--- src/rtl/cal_field_counter_if.sv ---
// Bus bundle for cal_field_counter: key/chain/load inputs and the registered field outputs.
interface cal_field_counter_if #(
  parameter int WIDTH = 6
);
  logic             manual_set;
  logic             up;
  logic             down;
  logic             carry_in;
  logic             borrow_in;
  logic [WIDTH-1:0] dyn_max;
  logic             load;
  logic [WIDTH-1:0] load_val;
  logic [WIDTH-1:0] value;
  logic             carry_out;
  logic             borrow_out;
  logic             at_max;

  modport master (
    output manual_set, up, down, carry_in, borrow_in, dyn_max, load, load_val,
    input  value, carry_out, borrow_out, at_max
  );

  modport slave (
    input  manual_set, up, down, carry_in, borrow_in, dyn_max, load, load_val,
    output value, carry_out, borrow_out, at_max
  );
endinterface

--- src/rtl/cal_field_counter.sv ---
// Generic calendar/time field counter with runtime ceiling, chained carry/borrow and manual adjust.
// Optional key auto-repeat is built when AUTOREPEAT_EN is defined.
module cal_field_counter #(
  parameter int WIDTH      = 6,
  parameter int MIN_VAL    = 1,
  parameter int MAX_VAL    = 31,
  parameter int RESET_VAL  = 1,
  parameter int REPEAT_DLY = 50,
  parameter int REPEAT_PER = 10
) (
  input  logic               clk,
  input  logic               rst_n,
  cal_field_counter_if.slave bus
);
  localparam int W1 = WIDTH + 1;
  localparam logic [WIDTH:0]   MINV = W1'(MIN_VAL);
  localparam logic [WIDTH:0]   MAXV = W1'(MAX_VAL);
  localparam logic [WIDTH-1:0] RSTV = WIDTH'(RESET_VAL);

  if (MIN_VAL > MAX_VAL || RESET_VAL < MIN_VAL || RESET_VAL > MAX_VAL ||
      REPEAT_DLY < 1 || REPEAT_PER < 1) begin : g_param_chk
    $error("cal_field_counter: inconsistent parameters");
  end

  logic [WIDTH-1:0] value_q;
  logic             carry_q, borrow_q, at_max_q;
  logic [WIDTH:0]   dmax, em, cur, nxt, lv;
  logic             co_n, bo_n;
  logic             up_prev, down_prev;
  logic             up_rise, down_rise;
  logic             step_up, step_dn;

  always_comb begin
    dmax = {1'b0, bus.dyn_max};
    em   = dmax;
    if (dmax < MINV)      em = MINV;
    else if (dmax > MAXV) em = MAXV;
  end

  assign up_rise   = bus.up   & ~up_prev;
  assign down_rise = bus.down & ~down_prev;

  // Previous-key registers reset to 1 so a key held through reset gives no step.
  always_ff @(posedge clk) begin
    if (!rst_n) begin
      up_prev   <= 1'b1;
      down_prev <= 1'b1;
    end else begin
      up_prev   <= bus.up;
      down_prev <= bus.down;
    end
  end

`ifdef AUTOREPEAT_EN
  typedef enum logic [1:0] {IDLE, DELAY, REPEAT} rpt_t;
  localparam int TMAX = (REPEAT_DLY > REPEAT_PER) ? REPEAT_DLY : REPEAT_PER;
  localparam int TW   = $clog2(TMAX + 1);
  localparam logic [TW-1:0] T_DLY = TW'(REPEAT_DLY);
  localparam logic [TW-1:0] T_PER = TW'(REPEAT_PER);
  localparam logic [TW-1:0] T_ONE = TW'(1);

  rpt_t          st  [2];
  logic [TW-1:0] tmr [2];
  logic [1:0]    key, rise, step_k;
  logic          hold_ok;

  assign key     = {bus.down, bus.up};
  assign rise    = {down_rise, up_rise};
  // Both keys down, or leaving manual mode, aborts any repeat in progress.
  assign hold_ok = bus.manual_set & ~(&key);

  always_comb begin
    step_k = '0;
    for (int k = 0; k < 2; k++) begin
      if (hold_ok) begin
        case (st[k])
          IDLE:    step_k[k] = rise[k];
          DELAY:   step_k[k] = key[k] && (tmr[k] == T_DLY);
          REPEAT:  step_k[k] = key[k] && (tmr[k] == T_PER);
          default: step_k[k] = 1'b0;
        endcase
      end
    end
  end

  always_ff @(posedge clk) begin
    for (int k = 0; k < 2; k++) begin
      if (!rst_n) begin
        st[k]  <= IDLE;
        tmr[k] <= '0;
      end else if (!key[k] || !hold_ok) begin
        st[k]  <= IDLE;
        tmr[k] <= '0;
      end else begin
        case (st[k])
          IDLE: if (rise[k]) begin
            st[k]  <= DELAY;
            tmr[k] <= T_ONE;
          end
          DELAY: if (tmr[k] == T_DLY) begin
            st[k]  <= REPEAT;
            tmr[k] <= T_ONE;
          end else begin
            tmr[k] <= tmr[k] + T_ONE;
          end
          REPEAT: tmr[k] <= (tmr[k] == T_PER) ? T_ONE : tmr[k] + T_ONE;
          default: begin
            st[k]  <= IDLE;
            tmr[k] <= '0;
          end
        endcase
      end
    end
  end

  assign step_up = step_k[0];
  assign step_dn = step_k[1];
`else
  assign step_up = up_rise & ~down_rise;
  assign step_dn = down_rise & ~up_rise;
`endif

  // A value above eff_max counts as "at eff_max" so carry still wraps and pulses.
  always_comb begin
    cur  = {1'b0, value_q};
    lv   = {1'b0, bus.load_val};
    nxt  = cur;
    co_n = 1'b0;
    bo_n = 1'b0;
    if (bus.load) begin
      if (lv < MINV)    nxt = MINV;
      else if (lv > em) nxt = em;
      else              nxt = lv;
    end else if (bus.manual_set && step_up) begin
      nxt = (cur >= em) ? MINV : cur + 1'b1;
    end else if (bus.manual_set && step_dn) begin
      nxt = (cur <= MINV) ? em : cur - 1'b1;
    end else if (!bus.manual_set && bus.carry_in && !bus.borrow_in) begin
      if (cur >= em) begin
        nxt  = MINV;
        co_n = 1'b1;
      end else begin
        nxt = cur + 1'b1;
      end
    end else if (!bus.manual_set && bus.borrow_in && !bus.carry_in) begin
      if (cur <= MINV) begin
        nxt  = em;
        bo_n = 1'b1;
      end else begin
        nxt = cur - 1'b1;
      end
    end else if (cur > em) begin
      nxt = em;
    end
  end

  always_ff @(posedge clk) begin
    if (!rst_n) begin
      value_q  <= RSTV;
      carry_q  <= 1'b0;
      borrow_q <= 1'b0;
      at_max_q <= 1'b0;
    end else begin
      value_q  <= nxt[WIDTH-1:0];
      carry_q  <= co_n;
      borrow_q <= bo_n;
      at_max_q <= (nxt == em);
    end
  end

  assign bus.value      = value_q;
  assign bus.carry_out  = carry_q;
  assign bus.borrow_out = borrow_q;
  assign bus.at_max     = at_max_q;
endmodule
--- src/flat_wrapper.sv ---
// flat-port wrapper written by rule: the top's interface ports become plain ports
module cal_field_counter_flat 
#(
  parameter int WIDTH      = 6,
  parameter int MIN_VAL    = 1,
  parameter int MAX_VAL    = 31,
  parameter int RESET_VAL  = 1,
  parameter int REPEAT_DLY = 50,
  parameter int REPEAT_PER = 10
)
  (clk, rst_n, bus_manual_set, bus_up, bus_down, bus_carry_in, bus_borrow_in, bus_dyn_max, bus_load, bus_load_val, bus_value, bus_carry_out, bus_borrow_out, bus_at_max);
  cal_field_counter_if #(.WIDTH(WIDTH)) bus_i ();
  input  logic clk;
  input  logic rst_n;
  input wire logic [$bits(bus_i.manual_set)-1:0] bus_manual_set;
  input wire logic [$bits(bus_i.up)-1:0] bus_up;
  input wire logic [$bits(bus_i.down)-1:0] bus_down;
  input wire logic [$bits(bus_i.carry_in)-1:0] bus_carry_in;
  input wire logic [$bits(bus_i.borrow_in)-1:0] bus_borrow_in;
  input wire logic [$bits(bus_i.dyn_max)-1:0] bus_dyn_max;
  input wire logic [$bits(bus_i.load)-1:0] bus_load;
  input wire logic [$bits(bus_i.load_val)-1:0] bus_load_val;
  output wire logic [$bits(bus_i.value)-1:0] bus_value;
  output wire logic [$bits(bus_i.carry_out)-1:0] bus_carry_out;
  output wire logic [$bits(bus_i.borrow_out)-1:0] bus_borrow_out;
  output wire logic [$bits(bus_i.at_max)-1:0] bus_at_max;
  assign bus_i.manual_set = bus_manual_set;
  assign bus_i.up = bus_up;
  assign bus_i.down = bus_down;
  assign bus_i.carry_in = bus_carry_in;
  assign bus_i.borrow_in = bus_borrow_in;
  assign bus_i.dyn_max = bus_dyn_max;
  assign bus_i.load = bus_load;
  assign bus_i.load_val = bus_load_val;
  assign bus_value = bus_i.value;
  assign bus_carry_out = bus_i.carry_out;
  assign bus_borrow_out = bus_i.borrow_out;
  assign bus_at_max = bus_i.at_max;
  cal_field_counter #(.WIDTH(WIDTH), .MIN_VAL(MIN_VAL), .MAX_VAL(MAX_VAL), .RESET_VAL(RESET_VAL), .REPEAT_DLY(REPEAT_DLY), .REPEAT_PER(REPEAT_PER)) u_core (.clk(clk), .rst_n(rst_n), .bus(bus_i));
endmodule
--- config.mk ---
export PLATFORM = sky130hd
export DESIGN_NAME = cal_field_counter_flat
export DESIGN_NICKNAME = d
export VERILOG_FILES = /design/src/rtl/cal_field_counter_if.sv /design/src/rtl/cal_field_counter.sv /design/src/flat_wrapper.sv
export SDC_FILE = /design/constraint.sdc
export NUM_CORES = 1
export LEC_CHECK = 0
export ABC_CLOCK_PERIOD_IN_PS = 3950
export CORE_MARGIN = 10
export CORE_UTILIZATION = 40
export CTS_CLUSTER_SIZE = 10
export DETAILED_ROUTE_END_ITERATION = 10
export GPL_TIMING_DRIVEN = 0
export PLACE_DENSITY = 0.68
export SLEW_MARGIN = 25
export SYNTH_ARGS = -nofsm -noshare
export SYNTH_HDL_FRONTEND = slang
export SYNTH_SLANG_ARGS = --single-unit
export TNS_END_PERCENT = 10
--- constraint.sdc ---
create_clock -name clk -period 3.95 [get_ports clk]
set_input_delay 0.395 -clock clk [delete_from_list [all_inputs] [get_ports clk]]
set_output_delay 0.395 -clock clk [all_outputs]
set_load 0.02 [all_outputs]
* After elaboration in Yosys (flattened, before gate mapping) *
Cells that the tools add are included.

word-level totals
  logic and storage cells = 52
  input port bits = 20
  output and inout port bits = 9
  register bits after elaboration = 11

cells by class
  equality and inequality tests = 1
  magnitude comparators = 7
  bitwise gates (word level) = 11
  reductions and logical operators = 11
  mux-type cells = 14
  add/subtract/negate cells = 2

operators by type and width
  cell                   number
  $mux W7                11
  $gt A6 B7 Y1           2
  $lt A6 B1 Y1 const B   2
  $add A6 B1 Y7 const B  1
  $eq A7 B7 Y1           1
  $ge A6 B7 Y1           1
  $not A1 Y1             7
  $sub A6 B1 Y7 const B  1
  $gt A6 B5 Y1 const B   1
  $le A6 B1 Y1 const B   1
  $logic_and A1 B1 Y1    6
  $mux W6                1
  $reduce_or A6 Y1       1
  $reduce_or A5 Y1       1
  $and A1 B1 Y1          4
  $logic_not A1 Y1       3
  $mux W1                2

* Logic depth before layout (Yosys ltp) *
Gate-level depths: netlist (run 1).

  word-level depth = 11
  depth in mapped cells = 13
  gate-level depth less buffers = 12

* Worst setup path after synthesis (run 1) *
Ideal clock, no wire load.

  path kind = in2reg
  from = input bus_dyn_max[0]
  to = register u_core.at_max_q (netlist: u_core.bus.at_max)
  stages = 11
  data required time = 3.826 ns
  path buffers = 0
  slack = 1.095 ns
  library setup time = 0.124 ns
  data arrival time = 2.731 ns
  cells stage by stage = nor3_1 -> inv_1 -> ha_1 -> nand2b_1 -> a211oi_1 -> o21ai_2 -> nor2_1 -> o22ai_2 -> mux2_1 -> a41oi_1 -> nor4_2

on the way
  word-level cells in the longest chain between the ends = 11
  elaborated cells on any way between the ends = 18
  those cells by class = order compare: 5; eq/ne: 1; mux: 12

ends and longest elaborated chain
  item                  line                      source
  start, declared       flat_wrapper.sv:20        input wire logic [$bits(bus_i.dyn_max)-1:0] bus_dyn_max;
  $gt A6 B5 Y1          cal_field_counter.sv:37   else if (dmax > MAXV) em = MAXV;
  $mux W6               cal_field_counter.sv:37
  $mux W7 (*)           cal_field_counter.sv:36   if (dmax < MINV) em = MINV;
  $gt A6 B7 Y1          cal_field_counter.sv:152  end else if (cur > em) begin
  $mux W7               cal_field_counter.sv:152
  $mux W7               cal_field_counter.sv:145  end else if (!bus.manual_set && bus.borrow_in && !bus.carry_in) begin
  $mux W7               cal_field_counter.sv:138  end else if (!bus.manual_set && bus.carry_in && !bus.borrow_in) begin
  $mux W7               cal_field_counter.sv:136  end else if (bus.manual_set && step_dn) begin
  $mux W7               cal_field_counter.sv:134  end else if (bus.manual_set && step_up) begin
  $mux W7               cal_field_counter.sv:130  if (bus.load) begin
  $eq A7 B7 Y1 (*)      cal_field_counter.sv:167  at_max_q <= (nxt == em);
  end signal, assigned  cal_field_counter.sv:167
  end, declared         cal_field_counter.sv:26   logic carry_q, borrow_q, at_max_q;

Every way passes the cells marked *; elsewhere a longest branch is shown, timed or not.
A chain may end at the register's enable or synchronous reset.

* Final worst setup path (run 1) *
  from = input bus_dyn_max[1]
  to = register u_core.at_max_q (netlist: u_core.bus.at_max)

Same word-level chain as after synthesis.

==> results of run 1 <==
[layout make-up]
cell class,instances,area (µm²),area share (%)
multi-input cells,179,1310,65.9
plain buffers,7,33.8,1.70
inverters,10,37.5,1.89
repair buffers,28,280,14.1
well taps,48,60.1,3.03
flip-flops and latches,11,220,11.1
clock buffers,4,45.0,2.27
[stage by stage]
stage | cell area, µm² | hold WS [ns] | util, %
global route | 1980 | 0.785 | 53.0
floorplan | 1590 | 0.496 | -
global placement | 1930 | 0.858 | 51.7
finish | 1980 | 0.764 | 53.0
detailed placement | 1930 | 0.859 | 51.7
CTS | 1980 | 0.768 | 52.9
[state kept, by name, indices dropped and copies added (netlist names)]
signal and cells:
u_core.bus.at_max 1, u_core.bus.borrow_out 1, u_core.bus.carry_out 1, u_core.bus.value 6, u_core.down_prev 1, u_core.up_prev 1
[kinds of logic after synthesis]
logic type | count (synthesis) | share of synthesized area, %
buf+inv | 17 | 4.48
compound gates | 61 | 29.0
fa+ha+maj | 15 | 11.8
other cells | 1 | 0.236
xor+xnor | 8 | 4.41
mux | 6 | 4.01
simple gates | 87 | 32.3
flops | 11 | 13.8
[metal layers]
metal | global-route usage, % | share of wire (%) | vias to the layer above
met5 | 0 | 0 | -
met2 | 19.1 | 45 | 59
li1 | - | - | 844
met1 | 17.1 | 47 | 762
met3 | 3.22 | 7.8 | 5
met4 | 3.08 | 0.55 | 0
[cell usage after synthesis, types with 3 or more instances]
cell / n
a21o_1: 5
clkbuf_1: 3
o21ai_0: 8
inv_1: 10
nand3_1: 10
nand2_1: 14
ha_1: 15
xnor2_1: 4
or2_2: 3
nor3_1: 9
nand4_1: 3
a21oi_1: 10
nand2b_1: 7
dfxtp_1: 11
nor2b_1: 3
buf_2: 3
a211oi_1: 3
xor2_1: 4
nor2_1: 17
o22ai_1: 3
mux2i_1: 3
[worst min path at each step]
stage / from / endpoint / slack (ns) / cells past startpoint
after global routing: bus_up / u_core.up_prev / 0.79 / 2
after detailed placement: u_core.bus.value[0] / u_core.bus.value[0] / 0.86 / 4
after CTS: bus_down / u_core.down_prev / 0.77 / 2
after floorplan: bus_down / u_core.down_prev / 0.50 / 1
final: bus_down / u_core.down_prev / 0.76 / 2
after global placement: u_core.bus.value[0] / u_core.bus.value[0] / 0.86 / 4
[power by group]
group / total (mW) / switching, mW / leakage [nW] / internal [mW]
clock network: 0.122 / 0.0511 / 0.0228 / 0.0714
logic: 0.269 / 0.148 / 0.696 / 0.121
registers: 0.136 / 0.0167 / 0.0907 / 0.119
==> metrics, run 1 <==
root buf cell clkbuf_8; Final ANT Viol Nets 0; clk_lat worst skew 0.25 ns; Die H 83.1 µm; cts bufs inserted 3; vias in the first global route 1527; syn_area_per_cell around 7.7 µm²; worst reg-to-reg setup slack around 1.1 ns; I/O pin cnt 29; EDFF count, synth 0; endpoints failing hold 0; average wire per standard cell 15.9 µm; top_reg_cell synth dfxtp_1; Yosys top cell area share 13.8%; FP Rows 22; crit path cell chain clkdlybuf4s50_1 > nor4_1 > nor3_2 > inv_1 > ha_1 > nand2b_1 > a211oi_1 > o21ai_2 > nor2_1 > a22o_1 > or3b_1 > a41oi_1 > nor4_2; Total Nets Final approximately 280; H-tree level count 1; CTS-repair resized insts 0; setup ws final 0.395 ns; global route total overflow 0; worst hold path type input port to flip-flop; clock slew at reported path FFs about 0.060 ns; final period utilization 90.0%; Finished Layout Cells 287; CTS tree done; largest net degree at the start of global routing 11; Post-Place Setup Slack -0.124 ns; CP bufs+invs 2; CTS Sinks 11; max-cap violation count 0; initial antenna violation count 0; Slew headroom 61.7%; placed insts 283; post-CTS setup buffers 0; Worst Setup Start Kind input port; leading area contributor after synthesis dfxtp_1; Crit. End Element flip-flop; kind of critical path input port to flip-flop; Max VDD drop between 0.15 and 0.2 mV; initial DRC count 179; leakage power roughly 0.81 nW; minimum clock period ~3.6 ns; drt first pass iters 4; unrepaired setup endpoints after global routing false; die area 6900 µm²; CTS max path bufs 2; WP data required 4.10 ns; maximum clock frequency about 280 MHz; layout cell share with drive strength beyond 1 approximately an eighth; fillcell total 388; CTS Hold Bufs 0; DRT Wirelength 4580 µm; Crit Path Max Fanout 8; Mapped Area 1590 µm²; Yosys cell types 68; Clock Skew 0.00516 ns; post-synthesis sequential area ratio 13.8%; post-synthesis async set-or-reset flop share 0%; Vias 1670; IO Port Bufs 28; Critical Path AT about 3.7 ns; RD Place Congestion 0.919; FF-to-FF End u_core.bus.at_max; Yosys warning total 0; Area Growth Syn to Fin 24.8%; crit path capture u_core.bus.at_max; Stages on worst setup path 13; DR DRC count 0; critical path's top delay family simple AND/OR/NAND/NOR gates; GRT Util Overall 12.6%; number of synthesized register bits 11; drt via density 5.82; max-slew violations 0; Final HPWL DP 3610 µm; outcome finished clean; commonest non-fill, non-tap cells in the layout clkdlybuf4s50_1 (28), nor2_1 (17), ha_1 (15); origin of the critical flop-to-flop path u_core.bus.value[0]; setup TNS 0 ns; PD cells ~270 nW/µm²; CP peak stage delay 0.57 ns; synth top area cells dfxtp_1 (14%), ha_1 (12%), nor2_1 (4.0%), nand2_1 (3.3%), a21oi_1 (3.1%); core area ~3700 µm²; die width 83.1 µm; final setup fails 0; Reg2Reg Depth 10; commonest non-fill, non-tap cell in the layout clkdlybuf4s50_1; first-pass GRT wire length 7530 µm; cell count after synthesis 206; # diodes 0; Worst-Margin Slew 0.572 ns; CP Launch Point bus_dyn_max[1]; Starting Density 42.5%; Overall Power 0.528 mW; CP max stage cell clkdlybuf4s50_1
Power figures use the tool's default switching activity.
==> run 2: changes to the inputs <==
MAX_ROUTING_LAYER = met4   (was unset)
SLEW_MARGIN = 20   (was 25)
==> run 2 against run 1 <==
Effect of this change:
- clock power hardly changed
- power is essentially flat
- die area unchanged
- first-iteration DRC count increased by 0.56%
- critical path type unchanged
- critical endpoint unchanged
- largest cell class unchanged
- highest routed layer unchanged
==> metrics, run 2 (same netlist as run 1, synthesis figures left out) <==
critical path's top delay family simple AND/OR/NAND/NOR gates; Reg2Reg Depth 10; PD cells 266 nW/µm²; setup TNS 0 ns; Crit Path Max Fanout 8; IO Port Bufs 28; minimum clock period 3.54 ns; critical hold path startpoint bus_down; drt first pass iters 4; area occupied by registers 220 µm²; Final Util 53.0%; Clock Skew 0.00486 ns; unrepaired setup endpoints after global routing false; vias in the first global route 1520; FP Rows 22; FF-to-FF End u_core.bus.at_max; GRT Max-Usage Layer met2; fillcell total roughly 390; endpoints failing hold 0; root buf cell clkbuf_8; Crit. End Element flip-flop; Critical Path AT 3.69 ns; CTS Sinks 11; Worst-Margin Slew 0.578 ns; CP max stage cell clkdlybuf4s50_1; max-cap violation count 0; initial antenna violation count 0; Post-Place Setup Slack -0.124 ns; CP bufs+invs 2; Max VDD drop about 0.19 mV; CTS tree done; RD Place Congestion 0.935; post-CTS setup buffers 0; Total Nets Final 275; I/O pin cnt 29; clk_lat worst skew 0.25 ns; clock slew at reported path FFs around 0.060 ns; kind of critical path input port to flip-flop; # diodes 0; crit path cell chain clkdlybuf4s50_1 > nor4_1 > nor3_2 > inv_1 > ha_1 > nand2b_1 > a211oi_1 > o21ai_2 > nor2_1 > a22o_1 > or3b_1 > a41oi_1 > nor4_2; layout cell share with drive strength beyond 1 13.0%; Area Growth Syn to Fin 24.8%; leakage power 0.809 nW; GR Util met3 2.44%; Die H 83.1 µm; setup ws final approximately 0.41 ns; Final HPWL DP 3610 µm; Design Area, Final 1980 µm²; WHS 0.764 ns; initial DRC count between 150 and 200; commonest non-fill, non-tap cell in the layout clkdlybuf4s50_1; commonest non-fill, non-tap cells in the layout clkdlybuf4s50_1 (28), nor2_1 (17), ha_1 (15); DP Area 1930 µm²; worst reg-to-reg setup slack 1.05 ns; GRT Util Overall 13.0%; core area 3740 µm²; Final ANT Viol Nets 0; drt via density 5.78; area occupied by multi-input gates 1310 µm²; origin of the critical flop-to-flop path u_core.bus.value[0]; final period utilization 89.7%; global route total overflow 0; Global Route met2 Usage about a fifth; CTS max path bufs 2; maximum clock frequency 282 MHz; CTS Hold Bufs 0; Slew headroom 61.3%; DRT Wirelength roughly 4600 µm; H-tree level count 1; met1 global-route usage 17.6%; average wire per standard cell 15.9 µm; die width 83.1 µm; Vias around 1700; final setup fails 0; Hold Crit Depth 2; Largest register FFs 6; cts bufs inserted 3; worst hold path type input port to flip-flop; Worst Setup Start Kind input port; die area around 7000 µm²; placed insts 283; outcome finished clean; Overall Power 0.528 mW; CTS-repair resized insts 0; max-slew violations 0; hold worst-path end u_core.down_prev; Finished Layout Cells 287; Starting Density 42.5%; CP peak stage delay 0.57 ns; WP data required 4.09 ns; DR DRC count 0; first-pass GRT wire length 7560 µm; largest net degree at the start of global routing 11
-- run 2: cell counts in the layout (fill, tap and decap cells not counted) --
No cell type changed its count.
-- run 2: where the power goes --
part / switching (mW) / total, mW / leakage (nW) / internal [mW]
combinational: 0.148 / 0.269 / 0.696 / 0.121
clock: 0.0513 / 0.123 / 0.0228 / 0.0714
sequential: 0.0167 / 0.136 / 0.0907 / 0.119
-- run 2: routing by layer --
| metal | up-vias | part of all wire [%] |
|---|---|---|
| met3 | 5 | 5.8 |
| met4 | 0 | 0.57 |
| met5 | - | 0 |
| met1 | 753 | 49 |
| met2 | 58 | 44 |
| li1 | 843 | - |
-- run 2: area by class of cell --
class / instances / share of cell area, %
Buffer: 7 / 1.70
Timing Repair Buffer: 28 / 14.1
Clock buffer: 4 / 2.27
Sequential cell: 11 / 11.1
Multi-Input combinational cell: 179 / 65.9
Inverter: 10 / 1.89
Tap cell: 48 / 3.03
-- run 2: worst max path at each step --
| stage | from | to | slack, ns | cells after the start |
|---|---|---|---|---|
| after floorplan | bus_dyn_max[0] | u_core.bus.at_max | 1.09 | 11 |
| after global placement | bus_dyn_max[1] | u_core.bus.at_max | -0.13 | 13 |
| after detailed placement | bus_dyn_max[1] | u_core.bus.at_max | -0.12 | 13 |
| after CTS | bus_dyn_max[1] | u_core.bus.at_max | 0.14 | 13 |
| after global routing | bus_dyn_max[1] | u_core.bus.at_max | 0.19 | 13 |
| final | bus_dyn_max[1] | u_core.bus.at_max | 0.41 | 13 |
